[config.mk]
export PLATFORM = sky130hd
export DESIGN_NAME = nand_share_arbiter
export DESIGN_NICKNAME = d
export VERILOG_FILES = /design/src/rtl/nand_share_arbiter.sv
export SDC_FILE = /design/constraint.sdc
export NUM_CORES = 1
export LEC_CHECK = 0
export BUFFER_PORTS_ARGS = -buffer_cell sky130_fd_sc_hd__buf_2
export CAP_MARGIN = 5
export CORE_UTILIZATION = 54
export DETAILED_ROUTE_END_ITERATION = 10
export PLACE_DENSITY = 0.86
export SYNTH_ARGS = -nofsm -noshare
export SYNTH_HDL_FRONTEND = slang
export SYNTH_SLANG_ARGS = --single-unit
[constraint.sdc]
create_clock -name clk -period 3.52 [get_ports clk]
set_input_delay 0.352 -clock clk [delete_from_list [all_inputs] [get_ports clk]]
set_output_delay 0.352 -clock clk [all_outputs]
set_load 0.1 [all_outputs]
[src/rtl/nand_share_arbiter.sv]
// Round-robin arbiter that time-shares one 2-input NAND cell among NREQ requesters.
// Each accepted operation takes two cycles: grant/operand cycle, then result capture.
module nand_share_arbiter #(
    parameter int NREQ = 4,
    parameter int IDW  = $clog2(NREQ)
) (
    input  logic            clk,
    input  logic            rst,
    input  logic [NREQ-1:0] req,
    input  logic [NREQ-1:0] op_a,
    input  logic [NREQ-1:0] op_b,
    output logic [NREQ-1:0] gnt,
    output logic            nand_a,
    output logic            nand_b,
    input  logic            nand_y,
    output logic            y,
    output logic [IDW-1:0]  y_id,
    output logic            y_valid,
    output logic [7:0]      ops_done
);

    // Handshake: requester i raises req[i] with op_a[i]/op_b[i] stable; the
    // operation is accepted in the cycle gnt[i] is high, after which req[i]
    // must drop or carry a new operation by the edge that ends the gnt cycle.
    localparam logic IDLE = 1'b0;
    localparam logic EVAL = 1'b1;

    logic            state;
    logic [IDW-1:0]  ptr;
    logic [IDW-1:0]  tag;
    logic [IDW-1:0]  win;
    logic [IDW-1:0]  idx;
    logic            found;
    logic [NREQ-1:0] win_oh;

    // Search starts at ptr and wraps naturally because NREQ is a power of two.
    always_comb begin
        win   = '0;
        idx   = '0;
        found = 1'b0;
        for (int k = 0; k < NREQ; k++) begin
            idx = ptr + IDW'(k);
            if (!found && req[idx]) begin
                win   = idx;
                found = 1'b1;
            end
        end
    end

    always_comb begin
        win_oh      = '0;
        win_oh[win] = 1'b1;
    end

    always_ff @(posedge clk or posedge rst) begin
        if (rst) begin
            state    <= IDLE;
            ptr      <= '0;
            tag      <= '0;
            gnt      <= '0;
            nand_a   <= 1'b0;
            nand_b   <= 1'b0;
            y        <= 1'b0;
            y_id     <= '0;
            y_valid  <= 1'b0;
            ops_done <= 8'd0;
        end else begin
            case (state)
                IDLE: begin
                    y_valid <= 1'b0;
                    if (found) begin
                        gnt    <= win_oh;
                        nand_a <= op_a[win];
                        nand_b <= op_b[win];
                        tag    <= win;
                        ptr    <= win + IDW'(1);
                        state  <= EVAL;
                    end
                end
                default: begin
                    y        <= nand_y;
                    y_id     <= tag;
                    y_valid  <= 1'b1;
                    ops_done <= ops_done + 8'd1;
                    gnt      <= '0;
                    nand_a   <= 1'b0;
                    nand_b   <= 1'b0;
                    state    <= IDLE;
                end
            endcase
        end
    end

endmodule

Word level (Yosys, flattened, before mapping)
Cells that the tools add are included.

Register bits: 23. Word-level logic and storage cells: 62. Output and inout bits: 18. Input port bits: 15.

Order comparisons: 6. $add $sub $neg: 5. Mux-type cells: 31. Reduce and logical (&&, ||, !) cells: 9. Bitwise logic cells: 1.

Operators with widths (count): $mux 1 (18); $lt 2x3->1 const B (5); $bmux 1 s2 (6); $add 8x1->8 const B (1); $mux 2 (4); $mux 4 (2); $add 2x1->2 const B (2); $add 2x2->2 const B (2); $logic_and 1x1->1 (4); $logic_not 1->1 (3); $demux 1 s2 (1); $ge 2x1->1 const B (1); $reduce_and 2->1 (1); $reduce_bool 2->1 (1); $not 1->1 (1).

Logic depth before layout (Yosys ltp)
Gate-level depths: netlist of run 1.

Depth after elaboration: 18. Gate-level depth with buffers: 7. Mapped depth without buffers: 7.

Worst setup path before layout of run 1
No wires, ideal clock.

Path kind: reg2reg. Start point: register ptr[1]. End point: register ptr[1]. Stages on the path, launching flop included: 6. Setup time: 0.128 ns. Required time: 3.392 ns. Arrival time: 1.604 ns. Slack: 1.788 ns. Path through: dfrtp_1 or3b_1 o221ai_4 inv_2 ha_1 mux2_1.

Cells in the longest elaborated chain, start to end: 13. Elaborated cells between the ends (all ways): 27. Classes of those cells: 4 x add/sub; 16 x mux; 7 x reduce/logical.

RTL lines: start, declared (line 29) `logic [IDW-1:0] ptr;`; start signal, assigned (line 76) `ptr <= win + IDW'(1);`; branches (longest 11 deep; another with $add 2x1->2); $mux 2 (*) (line 43) `if (!found && req[idx]) begin`; via win[0] (line 31) `logic [IDW-1:0] win;`; $add 2x1->2 (*) (line 76).

Mark *: on every way through the listed nets, which the timed path passes. The select of a mux whose other input is x is not followed. A chain may end at the register's enable or synchronous reset.

Worst setup path in the final report of run 1
Ends and elaborated chain as after synthesis.

==> impl_results.rst, run 1 <==
.. list-table::
   :header-rows: 1

   * - Metric
     - Value
   * - Result of the run
     - finished clean
   * - Worst Path Arrival
     - 2.07 ns
   * - Synth-to-layout area growth
     - 17.9%
   * - Maximum number of pins on one net before global-route repair
     - 24
   * - CP endpoint kind
     - flop
   * - Clock buffer count from CTS
     - 3
   * - Required time of the worst setup path
     - 3.71 ns
   * - First-pass detailed-route iteration total
     - 4
   * - Portion of the clock cycle consumed by the worst path in the final layout
     - 53.3%
   * - Via count of the first global-routing pass
     - roughly 830
   * - Post-layout net count
     - 151
   * - Vias after detailed routing
     - about 840
   * - CTS clock-pin slew for the worst setup and hold paths
     - between 0.1 and 0.15 ns
   * - Ports placed on the boundary
     - 33
   * - Clock Root Buffer
     - sky130_fd_sc_hd__clkbuf_4
   * - Max Cap Viol
     - 0
   * - Number of flops mapped to enable cells by yosys
     - 0
   * - Simple-Gate Fraction of Synth Area
     - ~12%
   * - Overall die width
     - between 40 and 50 microns
   * - Wirelength, routed
     - between 2 and 2.5 mm
   * - Die height
     - slightly below 50 microns
   * - Cell Count, Final, Fillers Out
     - around 160
   * - Antenna Cells
     - 0
   * - Area of combinational cells with multiple inputs
     - 558 sq um
   * - Cell types with the highest counts after synthesis
     - sky130_fd_sc_hd__dfrtp_1, sky130_fd_sc_hd__nor2_1, sky130_fd_sc_hd__mux2i_1
   * - Final setup skew
     - between 0.002 and 0.003 ns
   * - Wirelength per Cell
     - about 13 microns
   * - Fraction of the mapped netlist area in compound gates
     - about a tenth
   * - Type of the setup path with the least slack
     - flop to flop
   * - Post-CTS setup repair buffer count
     - 0
   * - Number of hold violations in the final report
     - 0
   * - Skew-Pair Late Insertion Delay
     - ~0.30 ns
   * - Largest area contributor in the synthesized netlist
     - sky130_fd_sc_hd__dfrtp_1
   * - Most frequent cell after synthesis
     - sky130_fd_sc_hd__dfrtp_1
   * - Total number of placement rows
     - 16
   * - Worst Setup Start Kind
     - flop
   * - RSZ-0062 raised after global routing
     - false
   * - Clock sinks
     - 23
   * - Initial Util
     - 58.6%
   * - Worst rel slew slack
     - between 40 and 50%
   * - Maximum buffer depth of the clock tree
     - 2
   * - Number of distinct library cells after synthesis
     - 30
   * - Prevailing post-synth register cell
     - sky130_fd_sc_hd__dfrtp_1
   * - Type of the worst min-delay path
     - primary input to asynchronous set/reset pin
   * - Clock tree from TritonCTS
     - yes
   * - Total of cells resized after clock tree synthesis
     - 0
   * - Netlist area before placement
     - approximately 1200 sq um
   * - Final worst-path setup slack
     - roughly 1.6 ns
   * - Worst Tran Pin Value
     - around 0.83 ns
   * - Overall fraction of global-route tracks in use
     - around a fifth
   * - Post-synthesis register bit count
     - 23
   * - Setup-violating endpoint count in the final report
     - 0
   * - Parity-gate share of the synthesized area counting xor and xnor cells
     - 5.28%
   * - Area of all sequential standard cells
     - ~580 sq um
   * - Final-layout fill cell count
     - 159
   * - Synthesized netlist net count
     - between 100 and 150
   * - Max-slew violation count
     - 0
   * - Worst R2R Path Depth
     - 5
   * - Fraction of the mapped netlist area in adder cells
     - between 5 and 6%
   * - Count of mapped cells out of synthesis
     - 97
   * - Antenna violations before repair
     - 0
   * - Max FO, Critical Path
     - 7
   * - Final TNS setup
     - 0 ns
   * - Final worst path period need
     - around 1.9 ns
   * - Largest family of logic cells by synthesized area
     - multiplexers
   * - Asr flop ratio synth
     - 100%
   * - Share of the synthesized area in the top cell type
     - 49.6%
   * - Wire length of the first global-routing pass
     - between 3 and 4 mm
   * - Post-DP HPWL
     - 1.57 mm
   * - GPL Wtd Cong
     - between 0.8 and 0.9
   * - Core area
     - ~2000 sq um
   * - Sequential fraction of the synthesis area
     - ~50%
   * - Leading post-synthesis cells by cell area
     - sky130_fd_sc_hd__dfrtp_1, sky130_fd_sc_hd__mux2i_1, sky130_fd_sc_hd__ha_1
   * - Buffers on Ports
     - 32
   * - Maximum clock rate
     - about 530 MHz
   * - Worst slack, placed
     - about 1.6 ns
   * - CTS Hold Bufs
     - 0
   * - Number of H-tree levels
     - 1
   * - Post-DRT Antenna Nets
     - 0
   * - Total of warnings raised by yosys
     - 0
   * - Syn avg cell area
     - between 10 and 15 sq um
   * - Average via count per standard cell
     - 5.32
   * - Mux contribution to synthesized area
     - between 10% and 20%
   * - Die outline area
     - between 2000 and 2500 sq um
   * - Iteration-0 DRC Markers
     - 7
   * - Dpl cells
     - ~150
   * - GRT overflow
     - 0
   * - Fraction of layout cells with a size suffix above 1
     - a little under two fifths
   * - DRC errors left
     - 0
[metrics by stage]
step	util [%]	cell area, sq um	hold slack (ns)
global placement	67.7	1340	0.451
detailed placement	67.7	1340	0.452
CTS	69.1	1370	0.217
finish	69.1	1370	0.192
global route	69.1	1370	0.255
floorplan	-	1160	0.352
[kinds of logic after synthesis]
group	count (synthesis)
flops	23
buf+inv	7
mux	15
xor+xnor	7
fa+ha+maj	5
compound gates	16
simple gates	24
[state kept, by name (all words and copies together), names as in the netlist]
signal / cells
nand_b: 1
tag: 2
state: 1
ops_done: 8
ptr: 2
y_valid: 1
gnt: 4
y_id: 2
nand_a: 1
y: 1
[placed cells by master, fill, tap and decap left out, types with 3 or more instances in the layout]
| master | synthesis | final |
|---|---|---|
| sky130_fd_sc_hd__a21oi_1 | 3 | 3 |
| sky130_fd_sc_hd__xor2_1 | 3 | 3 |
| sky130_fd_sc_hd__mux2_2 | 5 | 5 |
| sky130_fd_sc_hd__xnor2_1 | 4 | 4 |
| sky130_fd_sc_hd__mux2i_1 | 7 | 7 |
| sky130_fd_sc_hd__buf_2 | 1 | 32 |
| sky130_fd_sc_hd__clkbuf_4 | 0 | 3 |
| sky130_fd_sc_hd__nand2_1 | 6 | 6 |
| sky130_fd_sc_hd__nor2_1 | 8 | 8 |
| sky130_fd_sc_hd__nand4_1 | 3 | 3 |
| sky130_fd_sc_hd__ha_1 | 5 | 5 |
| sky130_fd_sc_hd__dfrtp_1 | 23 | 23 |
| sky130_fd_sc_hd__o21ai_0 | 4 | 4 |
[critical path, cell delays in order (launching register included)]
cell and delay, ns:
sky130_fd_sc_hd__dfrtp_1 0.49, sky130_fd_sc_hd__or3b_1 0.47, sky130_fd_sc_hd__o221ai_4 0.16, sky130_fd_sc_hd__inv_2 0.07
sky130_fd_sc_hd__ha_1 0.29, sky130_fd_sc_hd__mux2_1 0.30
[area by class of cell]
cell class              count  area share, %
well taps                  27           2.47
multi-input cells          67           40.8
repair buffers             32           11.7
clock buffers               4           1.92
inverters                   4           1.10
flip-flops and latches     23           42.0
[path summary, 6_finish.rpt]
path	slack [ns]	endpoint	startpoint
hold / removal	0.19	y_id[0]	rst
hold reg to reg	0.47	ops_done[7]	ops_done[7]
max in group asynchronous	2.81	tag[1]	rst
min in group clk	0.29	y	nand_y
setup reg to reg	1.64	ptr[1]	ptr[1]
setup / recovery	1.64	ptr[1]	ptr[1]
[layer usage]
metal / routed length (microns) / global-route usage [%] / vias up
li1: - / - / 407
met1: 933 / 24.9 / 404
met2: 1030 / 36.9 / 23
met3: 72 / 5.66 / 2
met4: 15 / 5.88 / 0
met5: 0 / 0 / -
Power of run 1 is not shown: default switching activity piles up to over one toggle a cycle in this logic, so the estimate is an artifact.
==> run 2: changes to the inputs <==
--- a/config.mk
+++ b/config.mk
@@ -5,11 +5,12 @@
 export SDC_FILE = /design/constraint.sdc
 export NUM_CORES = 1
 export LEC_CHECK = 0
+export ABC_AREA = 1
 export BUFFER_PORTS_ARGS = -buffer_cell sky130_fd_sc_hd__buf_2
 export CAP_MARGIN = 5
-export CORE_UTILIZATION = 54
+export CORE_UTILIZATION = 52
 export DETAILED_ROUTE_END_ITERATION = 10
-export PLACE_DENSITY = 0.86
+export PLACE_DENSITY = 0.82
 export SYNTH_ARGS = -nofsm -noshare
 export SYNTH_HDL_FRONTEND = slang
 export SYNTH_SLANG_ARGS = --single-unit
==> constraint.sdc (replaced) <==
create_clock -name clk -period 1.9 [get_ports clk]
set_input_delay 0.19 -clock clk [delete_from_list [all_inputs] [get_ports clk]]
set_output_delay 0.19 -clock clk [all_outputs]
set_load 0.1 [all_outputs]
==> impl_results.rst, run 2 <==
.. list-table::
   :header-rows: 1

   * - Metric
     - Value
   * - Cell Count, Final, Fillers Out
     - 234 (was 157)
   * - GRT overflow
     - 0 (unchanged)
   * - Final setup skew
     - 0.00974 ns (was 0.00271 ns)
   * - Antenna Cells
     - 0 (unchanged)
   * - Sequential fraction of the synthesis area
     - 44.4% (was 49.6%)
   * - Asr flop ratio synth
     - 100% (unchanged)
   * - Register-to-register setup slack
     - -0.08 ns (was 1.64 ns)
   * - Share of the synthesized area in the top cell type
     - 44.4% (was 49.6%)
   * - Post-DP HPWL
     - 2.18 mm (was 1.57 mm)
   * - Clock buffer count from CTS
     - 3 (unchanged)
   * - Wire length of the first global-routing pass
     - 4.44 mm (was 3.69 mm)
   * - Worst Tran Pin Value
     - 0.496 ns (was 0.830 ns)
   * - Die height
     - 51.9 microns (was 48.4 microns)
   * - Total number of placement rows
     - 17 (was 16)
   * - Core area
     - 2280 sq um (was 1980 sq um)
   * - Worst rel slew slack
     - 67.2% (was 44.6%)
   * - Maximum buffer depth of the clock tree
     - 2 (unchanged)
   * - Final worst path period need
     - 1.98 ns (was 1.88 ns)
   * - Number of distinct library cells after synthesis
     - 23 (was 30)
   * - Fraction of layout cells with a size suffix above 1
     - 42.2% (was 37.7%)
   * - Via count of the first global-routing pass
     - 1,100 (was 832)
   * - Initial Util
     - 56.9% (was 58.6%)
   * - DRC errors left
     - 0 (unchanged)
   * - Type of the setup path with the least slack
     - flop to flop (unchanged)
   * - Clock Root Buffer
     - sky130_fd_sc_hd__clkbuf_4 (unchanged)
   * - Violations in the final reports
     - setup timing
   * - Area after DPL
     - 1520 sq um (was 1340 sq um)
   * - Most common cell after layout, fill and taps aside
     - sky130_fd_sc_hd__nand2_1 (was sky130_fd_sc_hd__buf_2)
   * - Min-Delay Path Depth
     - 3
   * - Average via count per standard cell
     - 5.34 (was 5.32)
   * - Clock sinks
     - 23 (unchanged)
   * - Ports placed on the boundary
     - 33 (unchanged)
   * - Overall die width
     - 51.9 microns (was 48.4 microns)
   * - Die outline area
     - 2690 sq um (was 2340 sq um)
   * - Maximum number of pins on one net before global-route repair
     - 24 (unchanged)
   * - Overall fraction of global-route tracks in use
     - 22.7% (was 20.9%)
   * - First-pass detailed-route iteration total
     - 4 (unchanged)
   * - Leading post-synthesis cells by cell area
     - sky130_fd_sc_hd__dfrtp_1, sky130_fd_sc_hd__nand2_1, sky130_fd_sc_hd__nand3_1 (was sky130_fd_sc_hd__dfrtp_1, sky130_fd_sc_hd__mux2i_1, sky130_fd_sc_hd__ha_1)
   * - Cell types with the highest counts after synthesis
     - sky130_fd_sc_hd__nand2_1, sky130_fd_sc_hd__dfrtp_1, sky130_fd_sc_hd__inv_1, sky130_fd_sc_hd__nand3_1, sky130_fd_sc_hd__nand4_1 (was sky130_fd_sc_hd__dfrtp_1, sky130_fd_sc_hd__nor2_1, sky130_fd_sc_hd__mux2i_1)
   * - Worst Setup Start Kind
     - flop (unchanged)
   * - Iteration-0 DRC Markers
     - 32 (was 7)
   * - Clock tree from TritonCTS
     - yes (unchanged)
   * - Post-DRT Antenna Nets
     - 0 (unchanged)
   * - Portion of the clock cycle consumed by the worst path in the final layout
     - 104% (was 53.3%)
   * - Max Cap Viol
     - 0 (unchanged)
   * - CP Launch Point
     - ptr[0] (was ptr[1])
   * - Total of warnings raised by yosys
     - 0 (unchanged)
   * - CTS clock-pin slew for the worst setup and hold paths
     - 0.12 ns (about the same)
   * - Top Registers
     - ops_done: 8 flops, gnt: 4 flops (unchanged)
   * - Area of combinational cells with multiple inputs
     - 748 sq um (was 558 sq um)
   * - Prevailing post-synth register cell
     - sky130_fd_sc_hd__dfrtp_1 (unchanged)
   * - Worst r2r src
     - ptr[0] (was ptr[1])
   * - Number of flops mapped to enable cells by yosys
     - 0 (unchanged)
   * - Buffers on Ports
     - 32 (unchanged)
   * - Worst Path Arrival
     - 2.17 ns (was 2.07 ns)
   * - Type of the worst min-delay path
     - primary input to flop (was primary input to asynchronous set/reset pin)
   * - Worst R2R Path Depth
     - 11 (was 5)
   * - Syn avg cell area
     - 8.14 sq um (was 12.0 sq um)
   * - Max-slew violation count
     - 0 (unchanged)
   * - Required time of the worst setup path
     - 2.10 ns (was 3.71 ns)
   * - GPL Wtd Cong
     - 0.915 (was 0.842)
   * - Wirelength, routed
     - 3.36 mm (was 2.05 mm)
   * - Synth-to-layout area growth
     - 35.3% (was 17.9%)
   * - Endpoint of the most critical register-to-register path
     - gnt[1] (was ptr[1])
   * - End of the critical path
     - gnt[1] (was ptr[1])
   * - Final worst-path setup slack
     - -0.0756 ns (was 1.64 ns)
   * - Number of H-tree levels
     - 1 (unchanged)
   * - Setup-violating endpoint count in the final report
     - 5 (was 0)
   * - Antenna violations before repair
     - 0 (unchanged)
   * - Largest register FFs
     - 8 (unchanged)
   * - CP endpoint kind
     - flop (unchanged)
   * - Wirelength per Cell
     - 14.4 microns (was 13.0 microns)
   * - Netlist area before placement
     - 1290 sq um (was 1160 sq um)
   * - Skew-Pair Late Insertion Delay
     - 0.31 ns (was 0.30 ns)
   * - Max FO, Critical Path
     - 5 (was 7)
   * - Number of hold violations in the final report
     - 0 (unchanged)
   * - Post-synthesis register bit count
     - 23 (unchanged)
   * - Post-layout net count
     - 227 (was 151)
   * - Most frequent cell after synthesis
     - sky130_fd_sc_hd__nand2_1 (was sky130_fd_sc_hd__dfrtp_1)
   * - Leading cell types in the layout, fill and taps excluded
     - sky130_fd_sc_hd__nand2_1, sky130_fd_sc_hd__buf_2, sky130_fd_sc_hd__dfrtp_1, sky130_fd_sc_hd__nand2_2, sky130_fd_sc_hd__inv_1 (was sky130_fd_sc_hd__buf_2, sky130_fd_sc_hd__dfrtp_1, sky130_fd_sc_hd__nor2_1, sky130_fd_sc_hd__mux2i_1, sky130_fd_sc_hd__nand2_1)
   * - Maximum clock rate
     - 506 MHz (was 533 MHz)
   * - Final-layout fill cell count
     - 169 (was 159)
   * - Count of mapped cells out of synthesis
     - 159 (was 97)
   * - Dpl cells
     - 223 (was 153)
   * - Area of all sequential standard cells
     - 578 sq um (was 576 sq um)
   * - Vias after detailed routing
     - 1,249 (was 836)
   * - Synthesized netlist net count
     - 179 (was 117)
   * - Post-layout instance area
     - 1750 sq um (was 1370 sq um)
   * - Register ranked first by flip-flop count
     - ops_done (unchanged)
   * - RSZ-0062 raised after global routing
     - true (was false)
   * - Result of the run
     - finished with violations (was finished clean)
   * - Largest area contributor in the synthesized netlist
     - sky130_fd_sc_hd__dfrtp_1 (unchanged)
[run 2: cell types whose count changed in the layout (fill, tap and decap cells not counted), moves of 3 or more]
| cell | change |
|---|---|
| sky130_fd_sc_hd__mux2i_1 | -7 |
| sky130_fd_sc_hd__nand2_4 | +3 |
| sky130_fd_sc_hd__buf_4 | +8 |
| sky130_fd_sc_hd__buf_6 | +5 |
| sky130_fd_sc_hd__a21oi_1 | -3 |
| sky130_fd_sc_hd__nor2_1 | -7 |
| sky130_fd_sc_hd__mux2_2 | -5 |
| sky130_fd_sc_hd__nand3_1 | +6 |
| sky130_fd_sc_hd__nand2_1 | +41 |
| sky130_fd_sc_hd__nand4_1 | +4 |
| sky130_fd_sc_hd__a22o_1 | +4 |
| sky130_fd_sc_hd__inv_1 | +11 |
| sky130_fd_sc_hd__nand2_2 | +15 |
| sky130_fd_sc_hd__nand3_2 | +8 |
[run 2: worst min-delay path by stage]
stage | start | to | slack, ns
final | nand_y | y | 0.08
after global routing | nand_y | y | 0.09
after CTS | nand_y | y | 0.08
after detailed placement | rst | y | 0.24
after global placement | rst | ops_done[0] | 0.23
after floorplan | rst | gnt[0] | 0.19
[run 2: final cells by class]
type / instances / share of cell area, %
Inverter: 18 / 4.43
Clock buffer: 4 / 1.50
Timing Repair Buffer: 46 / 16.4
Sequential cell: 23 / 33.0
Multi-Input combinational cell: 115 / 42.7
Tap cell: 28 / 2.00
[run 2: what timing repair did]
action	in CTS	in global routing
gates resized for setup	2	41
hold endpoints to repair	23	0
setup endpoints to repair	8	9
pin swaps	1	21
hold buffers	1	0
buffers inserted	1	5
[run 2: critical path, stage by stage, from the launching register on]
cell and delay [ns]:
sky130_fd_sc_hd__dfrtp_2 0.48, sky130_fd_sc_hd__buf_4 0.16, sky130_fd_sc_hd__nand2_1 0.10, sky130_fd_sc_hd__nand3_2 0.13, sky130_fd_sc_hd__nand2_2 0.13, sky130_fd_sc_hd__inv_1 0.08
sky130_fd_sc_hd__nand2_2 0.10, sky130_fd_sc_hd__nand2_4 0.07, sky130_fd_sc_hd__nand3_4 0.12, sky130_fd_sc_hd__inv_2 0.07, sky130_fd_sc_hd__ha_1 0.21, sky130_fd_sc_hd__a22o_1 0.21
[run 2: through the flow]
| stage | hold WS [ns] | setup TNS (ns) | util [%] | worst slack (ns) |
|---|---|---|---|---|
| floorplan | 0.192 | 0 | - | 0.0335 |
| global placement | 0.235 | 0 | 66.6 | 0.0329 |
| detailed placement | 0.245 | -0.511 | 66.6 | -0.109 |
| CTS | 0.0760 | 0 | 68.7 | 0.0116 |
| global route | 0.0857 | -0.848 | 77.0 | -0.139 |
| finish | 0.0803 | -0.156 | 77.0 | -0.0756 |
[run 2: per-layer routing]
metal | routed length (microns) | global-route usage, % | up-vias
li1 | - | - | 609
met1 | 1330 | 24.1 | 577
met2 | 1770 | 42.1 | 50
met3 | 126 | 3.51 | 13
met4 | 126 | 12.2 | 0
met5 | 0 | 0 | -
[run 2: kinds of logic after synthesis]
family	synth area share, %
buf+inv	7.63
simple gates	32.8
compound gates	5.60
fa+ha+maj	4.83
flops	44.4
xor+xnor	4.73
Power of run 2 is left out for the same reason.
